## src/rtl/mem_arbiter.sv

```systemverilog
// rtl/mem_arbiter.sv - two-requester arbiter in front of the Data_Memory line port
//
// Purpose: shares the single Data_Memory enable/write/ack port between the
// D-cache controller (port 0) and a second requester (port 1). The winning
// request is latched and forwarded unchanged for the whole transaction, the
// memory ack is routed combinationally back to the owner, and a watchdog
// completes a transaction with an error if the memory never answers.
//
// Ports:
//   clk_i, rst_i                 clock, synchronous active-high reset
//   reqN_enable_i                request valid, held by requester N until its ack
//   reqN_write_i/addr_i/data_i   request kind, line address, write data
//   reqN_ack_o                   one-cycle completion pulse to requester N
//   reqN_data_o                  read data, meaningful only while reqN_ack_o = 1
//   mem_enable_o/write_o/addr_o/data_o   forwarded request to Data_Memory
//   mem_ack_i, mem_data_i        completion and read data from Data_Memory
//   grant_o                      one-hot owner of the memory, 00 when not BUSY
//   busy_o                       transaction in flight or in its release cycle
//   err_o                        sticky ack-timeout flag, cleared only by rst_i

module mem_arbiter #(
  parameter int ADDR_W      = 32,
  parameter int DATA_W      = 256,
  parameter int FIXED_PRIO  = 0,
  parameter int TIMEOUT_CYC = 64
) (
  input  logic              clk_i,
  input  logic              rst_i,

  input  logic              req0_enable_i,
  input  logic              req0_write_i,
  input  logic [ADDR_W-1:0] req0_addr_i,
  input  logic [DATA_W-1:0] req0_data_i,
  output logic              req0_ack_o,
  output logic [DATA_W-1:0] req0_data_o,

  input  logic              req1_enable_i,
  input  logic              req1_write_i,
  input  logic [ADDR_W-1:0] req1_addr_i,
  input  logic [DATA_W-1:0] req1_data_i,
  output logic              req1_ack_o,
  output logic [DATA_W-1:0] req1_data_o,

  output logic              mem_enable_o,
  output logic              mem_write_o,
  output logic [ADDR_W-1:0] mem_addr_o,
  output logic [DATA_W-1:0] mem_data_o,
  input  logic              mem_ack_i,
  input  logic [DATA_W-1:0] mem_data_i,

  output logic [1:0]        grant_o,
  output logic              busy_o,
  output logic              err_o
);

  // Counter only ever needs to hold TIMEOUT_CYC-1; keep at least one bit so a
  // disabled watchdog still elaborates.
  localparam int CNT_W     = (TIMEOUT_CYC > 1) ? $clog2(TIMEOUT_CYC + 1) : 1;
  localparam int TO_LAST_I = (TIMEOUT_CYC > 0) ? TIMEOUT_CYC - 1 : 0;
  localparam logic [CNT_W-1:0] TO_LAST = CNT_W'(TO_LAST_I);

  typedef enum logic [1:0] {
    ST_IDLE    = 2'd0,
    ST_BUSY    = 2'd1,
    ST_RELEASE = 2'd2
  } state_t;

  state_t            state_q, state_d;
  logic              last_grant_q;   // index of the port granted most recently
  logic [1:0]        grant_q;
  logic              lat_write_q;
  logic [ADDR_W-1:0] lat_addr_q;
  logic [DATA_W-1:0] lat_data_q;
  logic [CNT_W-1:0]  cnt_q;
  logic              err_q;

  logic              capture;
  logic              pick1;
  logic              done;
  logic              timeout;
  logic              ack0, ack1;
  logic [DATA_W-1:0] data0, data1;

  always_ff @(posedge clk_i) begin
    if (rst_i) begin
      state_q <= ST_IDLE;
    end else begin
      state_q <= state_d;
    end
  end

  always_comb begin
    state_d = state_q;
    capture = 1'b0;
    pick1   = 1'b0;
    done    = 1'b0;
    timeout = 1'b0;
    ack0    = 1'b0;
    ack1    = 1'b0;
    data0   = '0;
    data1   = '0;

    case (state_q)
      ST_IDLE: begin
        if (req0_enable_i || req1_enable_i) begin
          capture = 1'b1;
          state_d = ST_BUSY;
          if (FIXED_PRIO != 0) begin
            pick1 = ~req0_enable_i;
          end else if (req0_enable_i && req1_enable_i) begin
            pick1 = ~last_grant_q;
          end else begin
            pick1 = req1_enable_i;
          end
        end
      end

      ST_BUSY: begin
        // cnt_q counts completed BUSY cycles, so cnt_q == TIMEOUT_CYC-1 means
        // this is BUSY cycle number TIMEOUT_CYC. A real ack in that same cycle
        // wins and is treated as a normal completion.
        timeout = (TIMEOUT_CYC != 0) && !mem_ack_i && (cnt_q == TO_LAST);
        done    = mem_ack_i || timeout;
        if (done) begin
          state_d = ST_RELEASE;
        end
        ack0 = done && grant_q[0];
        ack1 = done && grant_q[1];
        if (mem_ack_i) begin
          data0 = grant_q[0] ? mem_data_i : '0;
          data1 = grant_q[1] ? mem_data_i : '0;
        end
      end

      ST_RELEASE: begin
        state_d = ST_IDLE;
      end

      default: begin
        state_d = ST_IDLE;
      end
    endcase
  end

  always_ff @(posedge clk_i) begin
    if (rst_i) begin
      last_grant_q <= 1'b1;
      grant_q      <= 2'b00;
      lat_write_q  <= 1'b0;
      lat_addr_q   <= '0;
      lat_data_q   <= '0;
      cnt_q        <= '0;
      err_q        <= 1'b0;
    end else if (capture) begin
      // The winner's inputs are sampled exactly once; later changes on its
      // request lines are ignored until the next grant.
      grant_q      <= pick1 ? 2'b10 : 2'b01;
      last_grant_q <= pick1;
      lat_write_q  <= pick1 ? req1_write_i : req0_write_i;
      lat_addr_q   <= pick1 ? req1_addr_i  : req0_addr_i;
      lat_data_q   <= pick1 ? req1_data_i  : req0_data_i;
      cnt_q        <= '0;
    end else if (state_q == ST_BUSY) begin
      if (done) begin
        grant_q <= 2'b00;
      end else begin
        cnt_q <= cnt_q + CNT_W'(1);
      end
      if (timeout) begin
        err_q <= 1'b1;
      end
    end
  end

  // Forwarded request is gated to BUSY so Data_Memory sees all-zero inputs
  // in IDLE and RELEASE.
  assign mem_enable_o = (state_q == ST_BUSY);
  assign mem_write_o  = mem_enable_o && lat_write_q;
  assign mem_addr_o   = mem_enable_o ? lat_addr_q : '0;
  assign mem_data_o   = mem_enable_o ? lat_data_q : '0;

  assign req0_ack_o  = ack0;
  assign req1_ack_o  = ack1;
  assign req0_data_o = data0;
  assign req1_data_o = data1;

  assign grant_o = grant_q;
  assign busy_o  = (state_q != ST_IDLE);
  assign err_o   = err_q;

endmodule

```

## config.mk

```make
export PLATFORM = sky130hd
export DESIGN_NAME = mem_arbiter
export DESIGN_NICKNAME = d
export VERILOG_FILES = /design/src/rtl/mem_arbiter.sv
export SDC_FILE = /design/constraint.sdc
export NUM_CORES = 1
export LEC_CHECK = 0
export CAP_MARGIN = 10
export CORE_AREA = 4 4 637 639
export CTS_BUF_LIST = sky130_fd_sc_hd__clkbuf_8
export CTS_CLUSTER_SIZE = 20
export DETAILED_ROUTE_END_ITERATION = 10
export DIE_AREA = 0 0 641 643
export MAX_ROUTING_LAYER = met4
export SYNTH_ARGS = -nofsm -noshare
export SYNTH_HDL_FRONTEND = slang
export SYNTH_SLANG_ARGS = --single-unit
```

## constraint.sdc

```tcl
create_clock -name clk_i -period 2.3 [get_ports clk_i]
set_clock_uncertainty 0.05 [all_clocks]
set_input_delay 0.575 -clock clk_i [delete_from_list [all_inputs] [get_ports clk_i]]
set_output_delay 0.575 -clock clk_i [all_outputs]
set_load 0.1 [all_outputs]
```

==> results.cfg <==
[route]
vias = 28543
remaining_drc_errors = 0
ant_nets = 0
dr.pass1.iters = 5
wl_microns = 328400
wl_per_cell_microns = 33.21
drt-vias-per-instance = 2.887
initialDrtViolationCount = 1932

[critical_path]
path_class = reg2out
cp_max_fo = 10
r2r_cells = 8
path_cells = nor2b_4 -> buf_12 -> buf_16 -> buf_16 -> buf_12 -> nand2_4 -> buf_4 -> nor2_4 -> buf_12
slowest_delay_ns = 0.33
required_ns = 1.67
critical_path.startpoint = state_q[0]
start_kind = flop
critPathArrivalTime_ns = 2.56
endpoint_kind = output pin
critical_path.slowest_cell = dfxtp_2
reg2reg_setup_slack_ns = 0.28
r2r-start = state_q[1]
cp_common_cell = buf_12
endpoint = req0_data_o[107]
timing.rr.end = lat_data_q[78]

[synthesis]
synth_warnings = 0
synth_edf_count = 0
synth-seq-area-share_pct = 33.28
syn_avg_cell_area_sq_um = 7.183
netlist_area_sq_mm = 0.01816
synthFlopType = dfxtp_1
synth_cells = 2529
yosysUniqueCellTypes = 35
ys_async_sr_fraction_pct = 0
synthesis.nets = 3369
ys_ff_latch = 302

[clock_network]
htreeDepth = 3
ctsHoldBuffers = 0
clk_pin_slew_ns = 0.06
root_buffer = clkbuf_8
cts_made_buffers = 66
clock_path_buffers = 3
clock_sinks = 302
cts_tree = yes
clk_latency_ns = 0.76

[layout]
syn_to_final_growth_pct = 234.8
fin_area_sq_mm = 0.06082
num-fill-cells = 44469
drive_gt1_share_pct = 56.57
nNetsFinal = 5328
final_core_util_pct = 15.24

[timing]
whs_ns = 0.2363
slew_headroom_pct = 43.79
setup_violations = 805
fmax_ghz = 0.3141
drv_slew = 0
period_share_pct = 138.4
fin_ws_ns = -0.8839
hold_violations = 0
rsz0062_at_grt = true
min_period_ns = 3.184
worst_slew_pin_slew_ns = 0.8431

[floorplan]
start_util_pct = 4.551
io_pins = 1647
fp-row-count = 232
die_area_sq_mm = 0.4122
die_width_microns = 641
die-height_microns = 643
coreArea_sq_mm = 0.3991

[power]
leakagePower_nw = 20.26
vdd_drop_max_mv = 0.3847
swShare_pct = 42.55
p_per_area_mw_per_mm2 = 411.4
pwr-share-comb_pct = 49.1
clkPwrFrac_pct = 26.9
seqPwrFrac_pct = 24.0
p_int_mw = 14.38
switching_power_mw = 10.65

[place]
hpwl_microns = 294400
gp_congestion = 1.002
pre_cts_ws_ns = -0.8836
io_buffers = 1646
dpl_cell_area_sq_mm = 0.05458

[global_routing]
grt-ovfl-total = 0
antenna_found_initial = 269
grt_pass1_vias = 26902
globalRouteTotalUtil_pct = 15.50
grt_pass1_wl_microns = 383600
grt_max_degree = 61

[flow_run]
maxCapViolCount = 0

[outcome]
status = finished, violations left
violations = negative setup slack

[worst_hold_path]
hold_path.class = in2reg
==> layout make-up <==
class	instances	area, sq um	share of cell area (%)
repair buffers	2138	30620	50.35
multi-input cells	1976	15930	26.20
diodes	87	217.7	0.3579
flip-flops and latches	302	6055	9.955
well taps	5265	6588	10.83
clock buffers	76	1046	1.720
inverters	4	15.01	0.02469
clock inverters	40	344.1	0.5657
==> cells by family (layout without fill, tap and decap cells) <==
kind of cell	after synthesis	after routing	synth area share [%]
flip-flops	302	302	33.28
adder cells (fa/ha/maj)	1	1	0.06887
AND/OR/NAND/NOR	1378	1378	32.73
buffers and inverters	251	2258	7.956
other	0	87	0
AO/OA/AOI/OAI	594	594	25.82
XOR/XNOR	3	3	0.1447
==> worst min-delay path by stage <==
stage / end / cells past startpoint / startpoint / slack (ns)
after floorplan: cnt_q[6] / 1 / cnt_q[6] / 0.37
after global placement: cnt_q[6] / 1 / cnt_q[6] / 0.38
after detailed placement: cnt_q[6] / 1 / cnt_q[6] / 0.39
after CTS: lat_addr_q[31] / 3 / req0_addr_i[31] / 0.11
after global routing: lat_data_q[158] / 3 / rst_i / 0.17
final: last_grant_q / 3 / rst_i / 0.24
==> layout by cell type, fill, tap and decap left out, types with 56 or more instances in the layout <==
cell type / n
nor2_1: 56
clkdlybuf4s50_1: 837
nand2_2: 64
nand2_8: 58
buf_6: 74
a22oi_2: 110
and2_4: 65
nand2_4: 65
clkbuf_8: 76
nor2_4: 407
nand2_1: 366
nor2_2: 59
a21oi_2: 110
buf_12: 916
a22oi_1: 179
diode_2: 87
dfxtp_1: 299
buf_4: 260
and2_2: 223
a21oi_1: 183
==> power groups by stage <==
stage	combinational (mW)	clock [mW]	sequential [mW]
4_1_cts	11.3	7.08	6.00
3_5_place_dp	10.8	0	6.11
3_3_place_gp	10.8	0	6.09
5_1_grt	12.7	7.20	6.06
2_1_floorplan	5.19	0	6.02
6_report	12.3	6.73	6.01
==> registers in the layout, summed over array words and instances (netlist names) <==
name,flops
state_q,2
cnt_q,7
last_grant_q,1
grant_o,2
err_o,1
lat_addr_q,32
lat_write_q,1
lat_data_q,256
==> layer usage <==
| layer | share of wire [%] | vias up | global-route usage (%) |
|---|---|---|---|
| met5 | 0 | - | - |
| met4 | 3.9 | 0 | 4.867 |
| met3 | 12 | 513 | 7.177 |
| met2 | 49 | 1718 | 26.11 |
| met1 | 36 | 13834 | 15.97 |
| li1 | - | 12478 | - |
==> per-stage QoR <==
| step | power (mW) | instances | TNS [ns] |
|---|---|---|---|
| 2_1_floorplan | 11.21 | 2529 | -150.41 |
| 3_3_place_gp | 16.94 | 9600 | -312.42 |
| 3_5_place_dp | 16.95 | 9600 | -306.24 |
| 4_1_cts | 24.42 | 9734 | -729.26 |
| 5_1_grt | 25.98 | 9878 | -719.51 |
| 6_report | 25.02 | 9888 | -599.62 |
==> worst max-delay path: cells and delay by family, from the launching register on <==
| kind | cells | cell delay (ns) |
|---|---|---|
| buffers and inverters | 6 | 1.04 |
| and+or+nand+nor | 3 | 0.38 |
| DFF | 1 | 0.33 |
==> cells in the mapped netlist, types with 3 or more instances <==
cell type	count	area (sq um)
xor2_1	3	26.28
and2_1	290	1814
o21ai_0	3	15.01
a21oi_1	183	915.9
buf_1	3	11.26
nand2_1	553	2076
inv_1	4	15.01
a21oi_2	110	963.4
nor2_1	521	1956
buf_2	82	410.4
a22oi_2	110	1376
buf_12	11	220.2
dfxtp_1	302	6046
nand3_1	3	15.01
buf_6	20	225.2
a22oi_1	179	1344
clkbuf_1	116	435.4
buf_4	13	97.59
==> repair_timing <==
action                     4_1_cts  5_1_grt
gates resized for setup        328      544
pin swaps                       38      137
buffers inserted                11       55
setup endpoints to repair      806      806
gates cloned                     7       23
Note: power is estimated with default switching activity, not from simulation.
